<file path="config.mk">
export PLATFORM = sky130hd
export DESIGN_NAME = stopwatch_core_flat
export DESIGN_NICKNAME = d
export VERILOG_FILES = /design/src/rtl/stopwatch_core_if.sv /design/src/rtl/stopwatch_core.sv /design/src/flat_wrapper.sv
export SDC_FILE = /design/constraint.sdc
export NUM_CORES = 1
export LEC_CHECK = 0
export CAP_MARGIN = 20
export CORE_ASPECT_RATIO = 1.2
export CORE_MARGIN = 5
export CORE_UTILIZATION = 45
export DETAILED_ROUTE_END_ITERATION = 16
export DONT_BUFFER_PORTS = 1
export GPL_ROUTABILITY_DRIVEN = 0
export HOLD_SLACK_MARGIN = 0.15
export SYNTH_ARGS = -nofsm -noshare
export SYNTH_HDL_FRONTEND = slang
export SYNTH_SLANG_ARGS = --single-unit
</file>
<file path="constraint.sdc">
create_clock -name clock -period 4.61 [get_ports clock]
set_clock_uncertainty 0.15 [all_clocks]
set_input_delay 0.461 -clock clock [delete_from_list [all_inputs] [get_ports clock]]
set_output_delay 0.461 -clock clock [all_outputs]
set_load 0.02 [all_outputs]
</file>
<file path="src/rtl/stopwatch_core_if.sv">
// Button inputs and display-side outputs of the stopwatch timekeeping stage.
// The core takes the slave side; the driver of the buttons takes the master side.
interface stopwatch_core_if;
    logic       btn_ss;
    logic       btn_lap;
    logic [3:0] sec_ones;
    logic [2:0] sec_tens;
    logic [3:0] min_ones;
    logic [2:0] min_tens;
    logic       running;
    logic       lap_hold;
    logic       tick;

    modport master (
        output btn_ss, btn_lap,
        input  sec_ones, sec_tens, min_ones, min_tens,
        input  running, lap_hold, tick
    );

    modport slave (
        input  btn_ss, btn_lap,
        output sec_ones, sec_tens, min_ones, min_tens,
        output running, lap_hold, tick
    );
endinterface

</file>
<file path="src/rtl/stopwatch_core.sv">
// Stopwatch timekeeping: button debounce, start/stop/lap/clear FSM,
// gated tick prescaler and an mm:ss BCD count with a lap latch.
module stopwatch_core #(
    parameter int TICK_DIV   = 500,
    parameter int DEB_CYCLES = 16
) (
    input  logic           clock,
    input  logic           reset,
    stopwatch_core_if.slave sw
);
    localparam int PW = (TICK_DIV > 2) ? $clog2(TICK_DIV) : 1;
    localparam int DW = $clog2(DEB_CYCLES + 1);

    typedef enum logic [1:0] {
        S_IDLE,
        S_RUN,
        S_LAP,
        S_PAUSE
    } state_t;

    logic [1:0]    w_raw;
    logic [1:0]    r_s1;
    logic [1:0]    r_s2;
    logic [1:0]    r_lvl;
    logic [1:0]    r_lvl_d;
    logic [DW-1:0] r_dcnt [2];
    logic [1:0]    w_press;
    logic          w_ss;
    logic          w_lap;

    state_t        r_state;
    state_t        w_next;
    logic          w_capture;
    logic          w_clear;
    logic          w_running;
    logic          w_tick;

    logic [PW-1:0] r_pre;
    logic [3:0]    r_so;
    logic [2:0]    r_st;
    logic [3:0]    r_mo;
    logic [2:0]    r_mt;
    logic [3:0]    r_lap_so;
    logic [2:0]    r_lap_st;
    logic [3:0]    r_lap_mo;
    logic [2:0]    r_lap_mt;

    assign w_raw = {sw.btn_lap, sw.btn_ss};

    // Bit 0 is start/stop, bit 1 is lap/clear.
    always_ff @(posedge clock) begin
        if (reset) begin
            r_s1    <= '0;
            r_s2    <= '0;
            r_lvl   <= '0;
            r_lvl_d <= '0;
            for (int b = 0; b < 2; b++) r_dcnt[b] <= '0;
        end else begin
            r_s1    <= w_raw;
            r_s2    <= r_s1;
            r_lvl_d <= r_lvl;
            for (int b = 0; b < 2; b++) begin
                if (r_s2[b] != r_lvl[b]) begin
                    if (r_dcnt[b] == DW'(DEB_CYCLES - 1)) begin
                        r_lvl[b]  <= r_s2[b];
                        r_dcnt[b] <= '0;
                    end else begin
                        r_dcnt[b] <= r_dcnt[b] + 1'b1;
                    end
                end else begin
                    r_dcnt[b] <= '0;
                end
            end
        end
    end

    assign w_press = r_lvl & ~r_lvl_d;
    assign w_ss    = w_press[0];
    assign w_lap   = w_press[1] & ~w_press[0];

    always_ff @(posedge clock) begin
        if (reset) r_state <= S_IDLE;
        else       r_state <= w_next;
    end

    always_comb begin
        w_next    = r_state;
        w_capture = 1'b0;
        w_clear   = 1'b0;
        unique case (r_state)
            S_IDLE: begin
                if (w_ss) w_next = S_RUN;
            end
            S_RUN: begin
                if (w_ss) begin
                    w_next = S_PAUSE;
                end else if (w_lap) begin
                    w_next    = S_LAP;
                    w_capture = 1'b1;
                end
            end
            S_LAP: begin
                if (w_ss)       w_next = S_PAUSE;
                else if (w_lap) w_next = S_RUN;
            end
            S_PAUSE: begin
                if (w_ss) begin
                    w_next = S_RUN;
                end else if (w_lap) begin
                    w_next  = S_IDLE;
                    w_clear = 1'b1;
                end
            end
            default: w_next = S_IDLE;
        endcase
    end

    assign w_running = (r_state == S_RUN) || (r_state == S_LAP);
    assign w_tick    = w_running && (r_pre == PW'(TICK_DIV - 1));

    always_ff @(posedge clock) begin
        if (reset || w_clear) r_pre <= '0;
        else if (w_running)   r_pre <= w_tick ? '0 : r_pre + 1'b1;
    end

    always_ff @(posedge clock) begin
        if (reset || w_clear) begin
            r_so <= '0;
            r_st <= '0;
            r_mo <= '0;
            r_mt <= '0;
        end else if (w_tick) begin
            if (r_so != 4'd9) begin
                r_so <= r_so + 1'b1;
            end else begin
                r_so <= '0;
                if (r_st != 3'd5) begin
                    r_st <= r_st + 1'b1;
                end else begin
                    r_st <= '0;
                    if (r_mo != 4'd9) begin
                        r_mo <= r_mo + 1'b1;
                    end else begin
                        r_mo <= '0;
                        r_mt <= (r_mt == 3'd5) ? 3'd0 : r_mt + 1'b1;
                    end
                end
            end
        end
    end

    // Latch holds the pre-increment count when a tick coincides.
    always_ff @(posedge clock) begin
        if (reset) begin
            r_lap_so <= '0;
            r_lap_st <= '0;
            r_lap_mo <= '0;
            r_lap_mt <= '0;
        end else if (w_capture) begin
            r_lap_so <= r_so;
            r_lap_st <= r_st;
            r_lap_mo <= r_mo;
            r_lap_mt <= r_mt;
        end
    end

    assign sw.lap_hold = (r_state == S_LAP);
    assign sw.running  = w_running;
    assign sw.tick     = w_tick;
    assign sw.sec_ones = sw.lap_hold ? r_lap_so : r_so;
    assign sw.sec_tens = sw.lap_hold ? r_lap_st : r_st;
    assign sw.min_ones = sw.lap_hold ? r_lap_mo : r_mo;
    assign sw.min_tens = sw.lap_hold ? r_lap_mt : r_mt;
endmodule

</file>
<file path="src/flat_wrapper.sv">
// flat-port wrapper written by rule: the top's interface ports become plain ports
module stopwatch_core_flat 
#(
    parameter int TICK_DIV   = 500,
    parameter int DEB_CYCLES = 16
)
  (clock, reset, sw_btn_ss, sw_btn_lap, sw_sec_ones, sw_sec_tens, sw_min_ones, sw_min_tens, sw_running, sw_lap_hold, sw_tick);
  stopwatch_core_if sw_i ();
  input  logic clock;
  input  logic reset;
  input wire logic [$bits(sw_i.btn_ss)-1:0] sw_btn_ss;
  input wire logic [$bits(sw_i.btn_lap)-1:0] sw_btn_lap;
  output wire logic [$bits(sw_i.sec_ones)-1:0] sw_sec_ones;
  output wire logic [$bits(sw_i.sec_tens)-1:0] sw_sec_tens;
  output wire logic [$bits(sw_i.min_ones)-1:0] sw_min_ones;
  output wire logic [$bits(sw_i.min_tens)-1:0] sw_min_tens;
  output wire logic [$bits(sw_i.running)-1:0] sw_running;
  output wire logic [$bits(sw_i.lap_hold)-1:0] sw_lap_hold;
  output wire logic [$bits(sw_i.tick)-1:0] sw_tick;
  assign sw_i.btn_ss = sw_btn_ss;
  assign sw_i.btn_lap = sw_btn_lap;
  assign sw_sec_ones = sw_i.sec_ones;
  assign sw_sec_tens = sw_i.sec_tens;
  assign sw_min_ones = sw_i.min_ones;
  assign sw_min_tens = sw_i.min_tens;
  assign sw_running = sw_i.running;
  assign sw_lap_hold = sw_i.lap_hold;
  assign sw_tick = sw_i.tick;
  stopwatch_core #(.TICK_DIV(TICK_DIV), .DEB_CYCLES(DEB_CYCLES)) u_core (.clock(clock), .reset(reset), .sw(sw_i));
endmodule
</file>
=== Word-level counts from Yosys, hierarchy flattened ===
Memories as Yosys holds them, arrays and structs flattened.
Cells that the tools add are included.

* Bits of input ports: 4
* Register bits: 47
* Output and inout port bits: 17
* Memory bits (writable): 10
* Logic and storage cells: 113
* Memories kept: 1

{| class="wikitable"
|+ Memory list
! memory !! depth !! width !! rd ports !! clocked after Yosys merged registers in !! write ports !! line !! text
|-
| u_core.r_dcnt || 2 || 5 || 2 || 0 || 2 || stopwatch_core.sv:26 || <nowiki>logic [DW-1:0] r_dcnt [2];</nowiki>
|}

* Reduce and logical (&&, ||, !) cells: 10
* $add $sub $neg: 7
* Mux-type cells: 51
* Eq/ne operators: 16
* Bitwise gates (word level): 13

{| class="wikitable"
|+ Operators by type and width
! kind !! number
|-
| 2-to-1 mux 5 bit || 6
|-
| 2-to-1 mux 1 bit || 28
|-
| 2-to-1 mux 4 bit || 4
|-
| 2-to-1 mux 2 bit || 7
|-
| 2-to-1 mux 3 bit || 4
|-
| adder 5 x 1 -> 5 bit, second input constant || 2
|-
| == test 5 x 4 -> 1 bit, second input constant || 2
|-
| adder 9 x 1 -> 9 bit, second input constant || 1
|-
| == test 9 bit, second input constant || 1
|-
| 2-to-1 mux 9 bit || 1
|-
| adder 4 x 1 -> 4 bit, second input constant || 2
|-
| inequality test 4 bit, second input constant || 2
|-
| one-hot mux 2 bit (4 select lines) || 1
|-
| AND reduction 4 bit || 2
|-
| adder 3 x 1 -> 3 bit, second input constant || 2
|-
| inequality test 3 x 1 -> 1 bit, second input constant || 2
|-
| inequality test 3 bit, second input constant || 2
|-
| bitwise OR 1 bit || 6
|-
| AND reduction 2 bit || 3
|-
| == test 2 bit, second input constant || 2
|-
| NOT 1 bit || 4
|-
| == test 3 bit, second input constant || 1
|-
| AND reduction 3 bit || 1
|-
| bitwise AND 2 bit || 1
|-
| 8 further kinds || 10
|}

=== Depth between registers and ports, before layout ===
Gate-level depths: netlist of run 1.

* Depth after elaboration: 8
* Gate-level depth with buffers: 8
* Depth with buffers taken out: 7

=== Worst setup path after synthesis of run 1 ===
Ideal clock, no wire load.

* Path type: flip-flop to flip-flop
* Start: register u_core.r_state[0]
* End: register u_core.r_mt[0]
* Cell stages (with the launch flop): 8
* Slack: 2144 ps
* Clock period less this slack: 2466 ps
* Arrival time: 2246 ps
* Buffers on the path: 1
* Required time: 4390 ps
* Setup time: 70 ps
* Cell sequence: dfxtp_1 -> inv_1 -> ha_1 -> nand2_1 -> or4_4 -> buf_6 -> or4_1 -> a21oi_1

* Longest elaborated chain between the ends: 4
* Elaborated cells on any way between the ends: 8
* Classes of those cells: 3 x eq/ne; 1 x mux; 4 x reduce/logical

{| class="wikitable"
|+ Ends and longest elaborated chain
! element !! line !! text
|-
| start, declared || stopwatch_core.sv:31 || <nowiki>state_t r_state;</nowiki>
|-
| start signal, assigned || stopwatch_core.sv:83 || <nowiki>else r_state <= w_next;</nowiki>
|-
| == test 2 x 1 -> 1 bit / == test 2 bit (equally long branches) || stopwatch_core.sv:118 || <nowiki>assign w_running = (r_state == S_RUN) || (r_state == S_LAP);</nowiki>
|-
| logical OR 1 bit * || stopwatch_core.sv:118 ||
|-
| net sw_running || flat_wrapper.sv:17 || <nowiki>output wire logic [$bits(sw_i.running)-1:0] sw_running;</nowiki>
|-
| logical AND 1 bit * || stopwatch_core.sv:119 || <nowiki>assign w_tick = w_running && (r_pre == PW'(TICK_DIV - 1));</nowiki>
|-
| AND reduction 4 bit (no line) * || n/a ||
|-
| end signal, assigned || stopwatch_core.sv:145 || <nowiki>r_mt <= (r_mt == 3'd5) ? 3'd0 : r_mt + 1'b1;</nowiki>
|-
| end, declared || stopwatch_core.sv:42 || <nowiki>logic [2:0] r_mt;</nowiki>
|}

Mark *: on every way through the listed nets, which the timed path passes. The rest lies on a longest branch.
A chain may end at the register's enable or synchronous reset.

=== Final worst setup path of run 1 ===
* Start: register u_core.r_state[1]
* End: output sw_tick

* Longest elaborated chain between the ends: 3
* Elaborated cells on any way between the ends: 4
* Classes of those cells: 2 x eq/ne; 2 x reduce/logical

{| class="wikitable"
|+ Ends and longest elaborated chain
! element !! line !! text
|-
| == test 2 x 1 -> 1 bit / == test 2 bit (equally long branches) || stopwatch_core.sv:118 ||
|-
| logical OR 1 bit * || stopwatch_core.sv:118 ||
|-
| net sw_running || flat_wrapper.sv:17 ||
|-
| logical AND 1 bit * || stopwatch_core.sv:119 ||
|-
| end, declared || flat_wrapper.sv:19 || <nowiki>output wire logic [$bits(sw_i.tick)-1:0] sw_tick;</nowiki>
|}

Marks and branches as above.

==> results of run 1 <==
## routing by layer
metal	GRT usage [%]	share of wire, %
met1	17.2	46
met4	8.59	2.2
met3	5.73	4.3
met2	23.8	48
met5	0	0
## through the flow
stage / utilization, % / setup slack (ns)
2_1_floorplan: - / 2.14
3_3_place_gp: 46.9 / 2.06
3_5_place_dp: 46.9 / 2.00
4_1_cts: 50.3 / 1.69
5_1_grt: 50.3 / 1.56
6_report: 50.3 / 1.69
## sequential cells by signal, indices dropped and copies added (netlist names)
| signal | cells |
|---|---|
| u_core.r_pre | 9 |
| u_core.r_s1 | 2 |
| u_core.r_mt | 3 |
| u_core.r_dcnt | 10 |
| u_core.r_s2 | 2 |
| u_core.r_lap_st | 3 |
| u_core.r_state | 2 |
| u_core.r_lap_mt | 3 |
| u_core.r_lvl | 2 |
| u_core.r_st | 3 |
| u_core.r_lap_mo | 4 |
| u_core.r_lvl_d | 2 |
| u_core.r_so | 4 |
| u_core.r_mo | 4 |
| u_core.r_lap_so | 4 |
## timing repair
action	in CTS	in global routing
endpoints found under the setup margin	0	0
endpoints found under the hold margin	24	0
hold buffers	3	0
gates resized for setup	0	0
## cell type report
cell class / instances / area share, %
Clock inverter: 3 / 0.503
Clock buffer: 13 / 5.32
Sequential cell: 57 / 41.5
Timing Repair Buffer: 3 / 1.01
Tap cell: 82 / 3.43
Inverter: 12 / 1.51
Multi-Input combinational cell: 208 / 46.7
## cell usage after synthesis, types with 9 or more instances
library cell / count
a21oi_1: 14
clkbuf_1: 10
dfxtp_1: 47
edfxtp_1: 10
ha_1: 9
inv_1: 12
mux2_2: 12
mux2i_1: 16
nor2_1: 40
nor2b_1: 12
o21ai_0: 11
## report_power, final
group | internal, W | switching, W
registers | 0.000516 | 0.00000771
logic | 0.0000196 | 0.0000319
clock network | 0.000222 | 0.000192
## cell families after synthesis
kind of cell	synth area share [%]
xor gates and xnor gates	4.54
muxes	10.9
other	0.139
DFF	46.0
AOI/OAI and AO/OA	8.20
and+or+nand+nor	22.4
buffers and inverters	3.61
adders and majority gates	4.17
## worst reg2reg max path, delay by kind of cell (launching register included)
kind / cells / cell delay, ns
buffers and inverters: 1 / 0.10
adder cells (fa/ha/maj): 1 / 0.54
AND/OR/NAND/NOR: 3 / 1.19
flip-flops: 1 / 0.42
AO/OA/AOI/OAI: 1 / 0.16
## placed cells by master, fill, tap and decap left out, types with 5 or more instances in the layout
cell type,count
or3_1,5
dfxtp_1,47
ha_1,9
mux2i_1,16
edfxtp_1,10
nand2_1,8
a21oi_1,14
nand2b_1,6
nor2b_1,12
or4_1,6
conb_1,10
xnor2_1,8
mux2_2,12
o31ai_1,5
xor2_1,6
o21ai_0,11
nand3_1,8
nor2_1,40
inv_1,12
nand4_1,5
clkbuf_8,11
## final timing paths
path,endpoint,slack (ns),depth (start not counted)
setup / recovery,sw_tick,1.69,5
hold / removal,u_core.r_state[0],0.20,3
setup reg to reg,u_core.r_mo[3],1.97,6
hold reg to reg,u_core.r_s2[0],0.30,1
==> results.ini, run 1 <==
[timing]
setup_viol=0
timing.final.crit_period_ns=2.92
finalHoldViolCount=0
fin_crit_sh_pct=63.2
worst_slew_pin_slew_ns=0.978
setup_tns_ns=0
slew_headroom_pct=34.8
maxSlewViolCount=0
holdWs_ns=0.195
clock.fmax_mhz=343
rsz0062_at_grt=no

[synth]
synth-seq-cells=57
synth_edf_count=10
synth_top_cell_by_area=dfxtp_1
syn_area_mm2=0.00270
synth_cell_type_count=42
ys_seq_area_share_pct=46.0
synth_top_area_share_pct=34.8
yosys_warnings=0
synth.avg_cell_area_um2=9.64
synthTopCellsByArea=dfxtp_1, edfxtp_1, mux2i_1
synthArstFlopShare_pct=0
synth_top_flop_cell=dfxtp_1
synth_cells=280

[floorplan]
die_y_um=94.9
pin_count=21
core_area_mm2=0.00593
die_x_um=80.7
design.die.area_mm2=0.00766
fp-row-count=31
initial_utilization_pct=45.5

[finish]
instances_no_fill=378
syn2layout_area_growth_pct=10.7
nets=304
layout-drive-gt1-share_pct=11.1
multi_input_area_mm2=0.00140
n_antenna_cell=0
seq_area_mm2=0.00124
fill_cells=573
post-route-cell-area_mm2=0.00299

[route]
drt_wl_total_um=5190
wl_per_cell_um=13.7
first_iter_violations=104
num_vias=1925
viasPerCell=5.09
final_antenna_net_count=0
drt_first_pass_iters=4
drc=0

[setup_path]
cp-start-kind=flip-flop
cp_common_cell=inv_1
arrival_ns=2.30
slowest_stage=or4_4
r2r_start=u_core.r_state[1]
required_ns=4.00
cp_cell_sequence=inv_1 -> ha_1 -> nand2_1 -> or4_4 -> inv_1
critPathLaunch=u_core.r_state[1]
path_buf_inv=2
end_kind=output pin
criticalPathCategory=flip-flop to output pin
cp_top_family=simple AND/OR/NAND/NOR gates
slowest_delay_ns=0.57
path_max_fanout=12

[placed_design]
port_buffers=0
dp_hpwl_um=3620
place_inst=359
placed_area_mm2=0.00278

[power]
vdd_ir_drop_max_mv=0.168
p_per_area_mw_per_mm2=331
p_total_w=0.000989
p_leak_nw=1.20

[global_route]
grt.overflow.total=0
grt_pass1_wl_um=8520
grt_pass1_vias=1823
grt_max_degree=25
grt_usage_pct=15.0
antenna_found_initial=0

[clock_network]
path_clk_slew_ns=0.07
clock_path_buffers=2
worstSkewPairLatency_ns=0.34
cts_sinks=57
cts_tree=built
cts_buffers=9
htreeDepth=3
clockRootBuffer=clkbuf_8
post_cts_buffers=0

[worst_hold_path]
min_path_type=primary input to flip-flop
min_from=reset

[outcome]
status=complete, no violations

[job]
maxCapViolCount=0

(Power assumes the default switching activity.)
==> run 2: changes to the inputs <==
--- a/config.mk
+++ b/config.mk
@@ -5,6 +5,7 @@
 export SDC_FILE = /design/constraint.sdc
 export NUM_CORES = 1
 export LEC_CHECK = 0
+export ABC_AREA = 1
 export CAP_MARGIN = 20
 export CORE_ASPECT_RATIO = 1.2
 export CORE_MARGIN = 5
==> constraint.sdc (replaced) <==
create_clock -name clock -period 3 [get_ports clock]
set_clock_uncertainty 0.15 [all_clocks]
set_input_delay 0.3 -clock clock [delete_from_list [all_inputs] [get_ports clock]]
set_output_delay 0.3 -clock clock [all_outputs]
set_load 0.02 [all_outputs]
==> results.ini, run 2 <==
[outcome]
status=complete, no violations

[setup_path]
arrival_ns=2.11  ; -0.19 ns
critPathLaunch=u_core.r_state[0]
crit_end=sw_min_ones[1]
end_kind=output pin
criticalPathCategory=flip-flop to output pin
cp-start-kind=flip-flop
ff2ff_setup_slack_ns=0.69  ; -1.28 ns
required_ns=2.55  ; -1.45 ns
r2r_start=u_core.r_state[0]
r2r-end=u_core.r_so[1]
reg2reg_depth=9  ; +3
path_max_fanout=19  ; +7

[power]
p_per_area_mw_per_mm2=554  ; +67%
vdd_ir_drop_max_mv=0.277  ; +65%
p_leak_nw=1.28  ; +6.7%

[timing]
maxSlewViolCount=0  ; unchanged
finalHoldViolCount=0  ; unchanged
fin_crit_sh_pct=85.4
setup_ws_ns=0.439  ; -1.26 ns
rsz0062_at_grt=no
setup_tns_ns=0  ; unchanged
timing.final.crit_period_ns=2.56
clock.fmax_mhz=390
setup_viol=0  ; unchanged
slew_headroom_pct=42.6  ; +7.7 points
worst_slew_pin_slew_ns=0.859  ; -0.119 ns

[clock_network]
cts-resized-gates=0  ; unchanged
cts_sinks=57  ; unchanged
clockRootBuffer=clkbuf_8
post_cts_buffers=0  ; unchanged
htreeDepth=3  ; unchanged
cts_tree=built
clock_path_buffers=2  ; unchanged
cts_buffers=9  ; unchanged
path_clk_slew_ns=0.07  ; about the same
worstSkewPairLatency_ns=0.33  ; about the same

[finish]
largest_registers=u_core.r_dcnt x10, u_core.r_pre x9
top_register=u_core.r_dcnt
nets=399  ; +31%
layout_commonest_cell=nand2_1
largest_reg_flops=10  ; unchanged
layout-drive-gt1-share_pct=9.21  ; -1.9 points
layout_common_cells=nand2_1, inv_1, nor2_1, dfxtp_1, nand3_1
syn2layout_area_growth_pct=12.5
n_antenna_cell=0  ; unchanged

[synth]
synth_common_cells=nand2_1, inv_1, nor2_1, dfxtp_1, nand3_1
synth_edf_count=10  ; unchanged
synth_cells=367  ; +31%
synth_cell_type_count=31  ; -26%
ys_seq_area_share_pct=44.9  ; -1.0 points
synthTopCellsByArea=dfxtp_1, edfxtp_1, nand2_1
syn_area_mm2=0.00276  ; +2.3%
synth_most_common_cell=nand2_1
synth.avg_cell_area_um2=7.52  ; -22%
synth_top_area_share_pct=34.1  ; -0.77 points
yosys_warnings=0  ; unchanged
synthArstFlopShare_pct=0  ; unchanged
synth_top_cell_by_area=dfxtp_1
synth_top_flop_cell=dfxtp_1
synth-seq-cells=57  ; unchanged

[global_route]
grt_usage_pct=15.8  ; +0.77 points
grt_pass1_vias=2090  ; +15%
antenna_found_initial=0  ; unchanged
grt_pass1_wl_um=9440  ; +11%
grt_max_degree=22  ; -12%
grt.overflow.total=0  ; unchanged

[floorplan]
die_x_um=81.5  ; +0.99%
core_area_mm2=0.00601  ; +1.3%
initial_utilization_pct=45.9  ; +0.43 points
pin_count=21  ; unchanged
die_y_um=95.8  ; +1.0%
fp-row-count=31  ; unchanged
design.die.area_mm2=0.00781  ; +2.0%

[route]
drt_first_pass_iters=4  ; unchanged
wl_per_cell_um=11.9  ; -13%
viasPerCell=4.89  ; -3.9%
num_vias=2314  ; +20%
top_layer=met4
drc=0  ; unchanged
route.met3.wl_um=294  ; +32%
met1_length_um=2560  ; +7.6%
drt_wl_total_um=5650  ; +8.9%
wl_met2_um=2670  ; +7.7%
first_iter_violations=105  ; +0.96%
final_antenna_net_count=0  ; unchanged

[job]
maxCapViolCount=0  ; unchanged

[placed_design]
dp_hpwl_um=3950  ; +9.2%
pre_cts_ws_ns=0.696  ; -1.30 ns
port_buffers=0  ; unchanged

[worst_hold_path]
min_path_type=flip-flop to flip-flop

==> run 2: kinds of logic after synthesis <==
group                      count (synthesis)  share of synthesized area [%]
xor gates and xnor gates                   4                           1.27
other                                      1                          0.136
and+or+nand+nor                          175                           29.5
adders and majority gates                  9                           4.08
buffers and inverters                     63                           9.20
AOI/OAI and AO/OA                         58                           10.9
DFF                                       57                           44.9
==> run 2: area by class of cell <==
type,count,area (um^2)
multi-input combinational,256,1300
inverter,53,199
timing repair buffer,9,75.1
clock inverter,3,40.0
fill,597,2910
tap,82,103
sequential,57,1240
clock buffer,13,149
==> run 2: power by group <==
part	switching (W)	total [W]	leakage [nW]	internal [W]
Combinational	0.000134	0.000196	0.705	0.0000624
Clock	0.000297	0.000702	0.0974	0.000405
Sequential	0.0000215	0.000824	0.483	0.000802
Total	0.000453	0.00172	1.28	0.00127
==> run 2: timing repair <==
action	in CTS	in global routing
hold endpoints to repair	24	0
setup endpoints to repair	0	0
hold buffers	3	0
==> run 2: how the worst min path moves through the flow <==
stage,startpoint,end,cells after the start
2_1_floorplan,u_core.r_s1[0],u_core.r_s2[0],2
3_3_place_gp,reset,u_core.r_lap_mt[1],1
3_5_place_dp,reset,u_core.r_lap_so[0],1
4_1_cts,reset,u_core.r_dcnt[1][0],3
5_1_grt,reset,u_core.r_dcnt[1][0],3
6_report,u_core.r_s1[0],u_core.r_s2[0],2
==> run 2: per-stage QoR <==
stage	utilization (%)	power [W]	area (um^2)	cells	hold WS, ns
floorplan	-	0.000987	2800	376	0.238
global placement	48.0	0.00103	2890	454	0.224
detailed placement	48.0	0.00103	2890	454	0.226
CTS	51.7	0.00174	3110	473	0.238
global route	51.7	0.00180	3110	473	0.243
finish	51.7	0.00172	3110	473	0.257
==> run 2: critical path, stage by stage, from the launching register on <==
cell	delay (ns)
dfxtp_1	0.42
inv_1	0.09
ha_1	0.39
buf_4	0.28
o21ai_0	0.60
==> run 2: layer usage <==
layer	track usage, %	up-vias
met4	7.18	0
met3	4.96	14
met1	19.3	1044
met5	0	-
met2	25.3	46
li1	-	1210
==> run 3: changes to the inputs <==
==> constraint.sdc (replaced) <==
create_clock -name clock -period 3 [get_ports clock]
set_clock_uncertainty 0.15 [all_clocks]
set_input_delay 0.15 -clock clock [delete_from_list [all_inputs] [get_ports clock]]
set_output_delay 0.15 -clock clock [all_outputs]
set_load 0.02 [all_outputs]
==> results.ini, run 3 (synthesized netlist as in run 2, its figures left out) <==
[finish]
layout_common_cells=nand2_1, inv_1, nor2_1, dfxtp_1, nand3_1
syn2layout_area_growth_pct=11.0
layout_commonest_cell=nand2_1
top_register=u_core.r_dcnt
largest_reg_flops=10  ; unchanged
n_antenna_cell=0  ; unchanged
layout-drive-gt1-share_pct=8.53  ; -0.68 points
nets=395  ; -1.0%
largest_registers=u_core.r_dcnt x10, u_core.r_pre x9
fin_util_pct=51.0  ; -0.71 points

[worst_hold_path]
min_from=u_core.r_s1[0]
min_path_type=flip-flop to flip-flop

[global_route]
grt_usage_pct=15.8  ; about the same
grt_max_degree=23  ; +4.5%
grt.overflow.total=0  ; unchanged
grt_pass1_wl_um=9430  ; -0.15%
antenna_found_initial=0  ; unchanged
grt_pass1_vias=2144  ; +2.6%

[clock_network]
path_clk_slew_ns=0.06  ; about the same
worstSkewPairLatency_ns=0.33  ; about the same
clock_path_buffers=2  ; unchanged
htreeDepth=3  ; unchanged
cts_sinks=57  ; unchanged
cts_buffers=9  ; unchanged
cts_tree=built
post_cts_buffers=0  ; unchanged
clockRootBuffer=clkbuf_8
cts-resized-gates=0  ; unchanged

[power]
p_per_area_mw_per_mm2=539  ; -2.7%
p_leak_nw=1.26  ; -2.3%
p_total_w=0.00165  ; -4.0%
vdd_ir_drop_max_mv=0.248  ; -11%

[timing]
maxSlewViolCount=0  ; unchanged
clock.fmax_mhz=406  ; +4.0%
rsz0062_at_grt=no
setup_tns_ns=0  ; unchanged
finalHoldViolCount=0  ; unchanged
holdWs_ns=0.258  ; +0.00131 ns
timing.final.crit_period_ns=2.46  ; -0.0995 ns
setup_viol=0  ; unchanged
worst_slew_pin_slew_ns=0.866  ; +0.00698 ns
fin_crit_sh_pct=82.1  ; -3.3 points
slew_headroom_pct=42.1  ; -0.47 points

[outcome]
status=complete, no violations

[setup_path]
arrival_ns=2.16  ; +0.05 ns
critPathLaunch=u_core.r_state[0]
cp-start-kind=flip-flop
criticalPathCategory=flip-flop to output pin
slowest_stage=o21ai_0
path_max_fanout=22  ; +3
end_kind=output pin
required_ns=2.70  ; +0.15 ns
r2r_start=u_core.r_state[1]
cp_cell_sequence=inv_1 -> ha_1 -> buf_4 -> o21ai_0
slowest_delay_ns=0.65  ; +0.05 ns

[route]
drt_wl_total_um=5550  ; -1.9%
drc=0  ; unchanged
viasPerCell=4.84  ; -1.1%
final_antenna_net_count=0  ; unchanged
first_iter_violations=96  ; -8.6%
num_vias=2269  ; -1.9%
drt_first_pass_iters=4  ; unchanged
wl_per_cell_um=11.8  ; -1.0%

[floorplan]
design.die.area_mm2=0.00781  ; unchanged
core_area_mm2=0.00601  ; unchanged
pin_count=21  ; unchanged
fp-row-count=31  ; unchanged
die_y_um=95.8  ; unchanged
die_x_um=81.5  ; unchanged
initial_utilization_pct=45.9  ; unchanged

[placed_design]
dp_hpwl_um=4000  ; +1.3%
port_buffers=0  ; unchanged

[job]
maxCapViolCount=0  ; unchanged

-- run 3: area by class of cell --
class                           instances  area (um^2)
Sequential cell                        57         1240
Clock buffer                           13          159
Clock inverter                          3         17.5
Multi-Input combinational cell        256         1300
Inverter                               53          199
Timing Repair Buffer                    5         45.0
Fill cell                             628         2950
Tap cell                               82          103
-- run 3: power by group --
group	leakage [nW]	switching [W]	internal, W
clock network	0.0894	0.000292	0.000342
registers	0.483	0.0000219	0.000802
logic	0.683	0.000134	0.0000607
total	1.26	0.000447	0.00121
-- run 3: per-stage QoR --
stage	area (um^2)	instances	setup slack, ns
floorplan	2800	376	0.991
global placement	2860	450	0.743
detailed placement	2860	450	0.708
CTS	3060	469	0.524
global route	3060	469	0.430
finish	3060	469	0.538
-- run 3: critical path: cells and delay by family, from the launching register on --
kind / cells / cell delay (ns)
AOI/OAI and AO/OA: 1 / 0.65
DFF: 1 / 0.42
buffers and inverters: 2 / 0.38
adders and majority gates: 1 / 0.39
-- run 3: what timing repair did --
| item | 4_1_cts | 5_1_grt |
|---|---|---|
| endpoints found under the setup margin | 0 | 0 |
| hold buffers | 3 | 0 |
| endpoints found under the hold margin | 30 | 0 |
-- run 3: worst paths after layout --
kind / slack (ns) / to / cells past startpoint
setup / recovery: 0.54 / sw_min_ones[2] / 4
hold / removal: 0.26 / u_core.r_s2[0] / 2
setup reg to reg: 0.71 / u_core.r_so[1] / 9
hold reg to reg: 0.26 / u_core.r_s2[0] / 2
-- run 3: layer usage --
layer	up-vias	wire length (um)	track usage, %
li1	1202	-	-
met1	1019	2580	19.3
met2	38	2610	25.2
met3	10	238	4.78
met4	0	115	7.61
met5	-	0	0
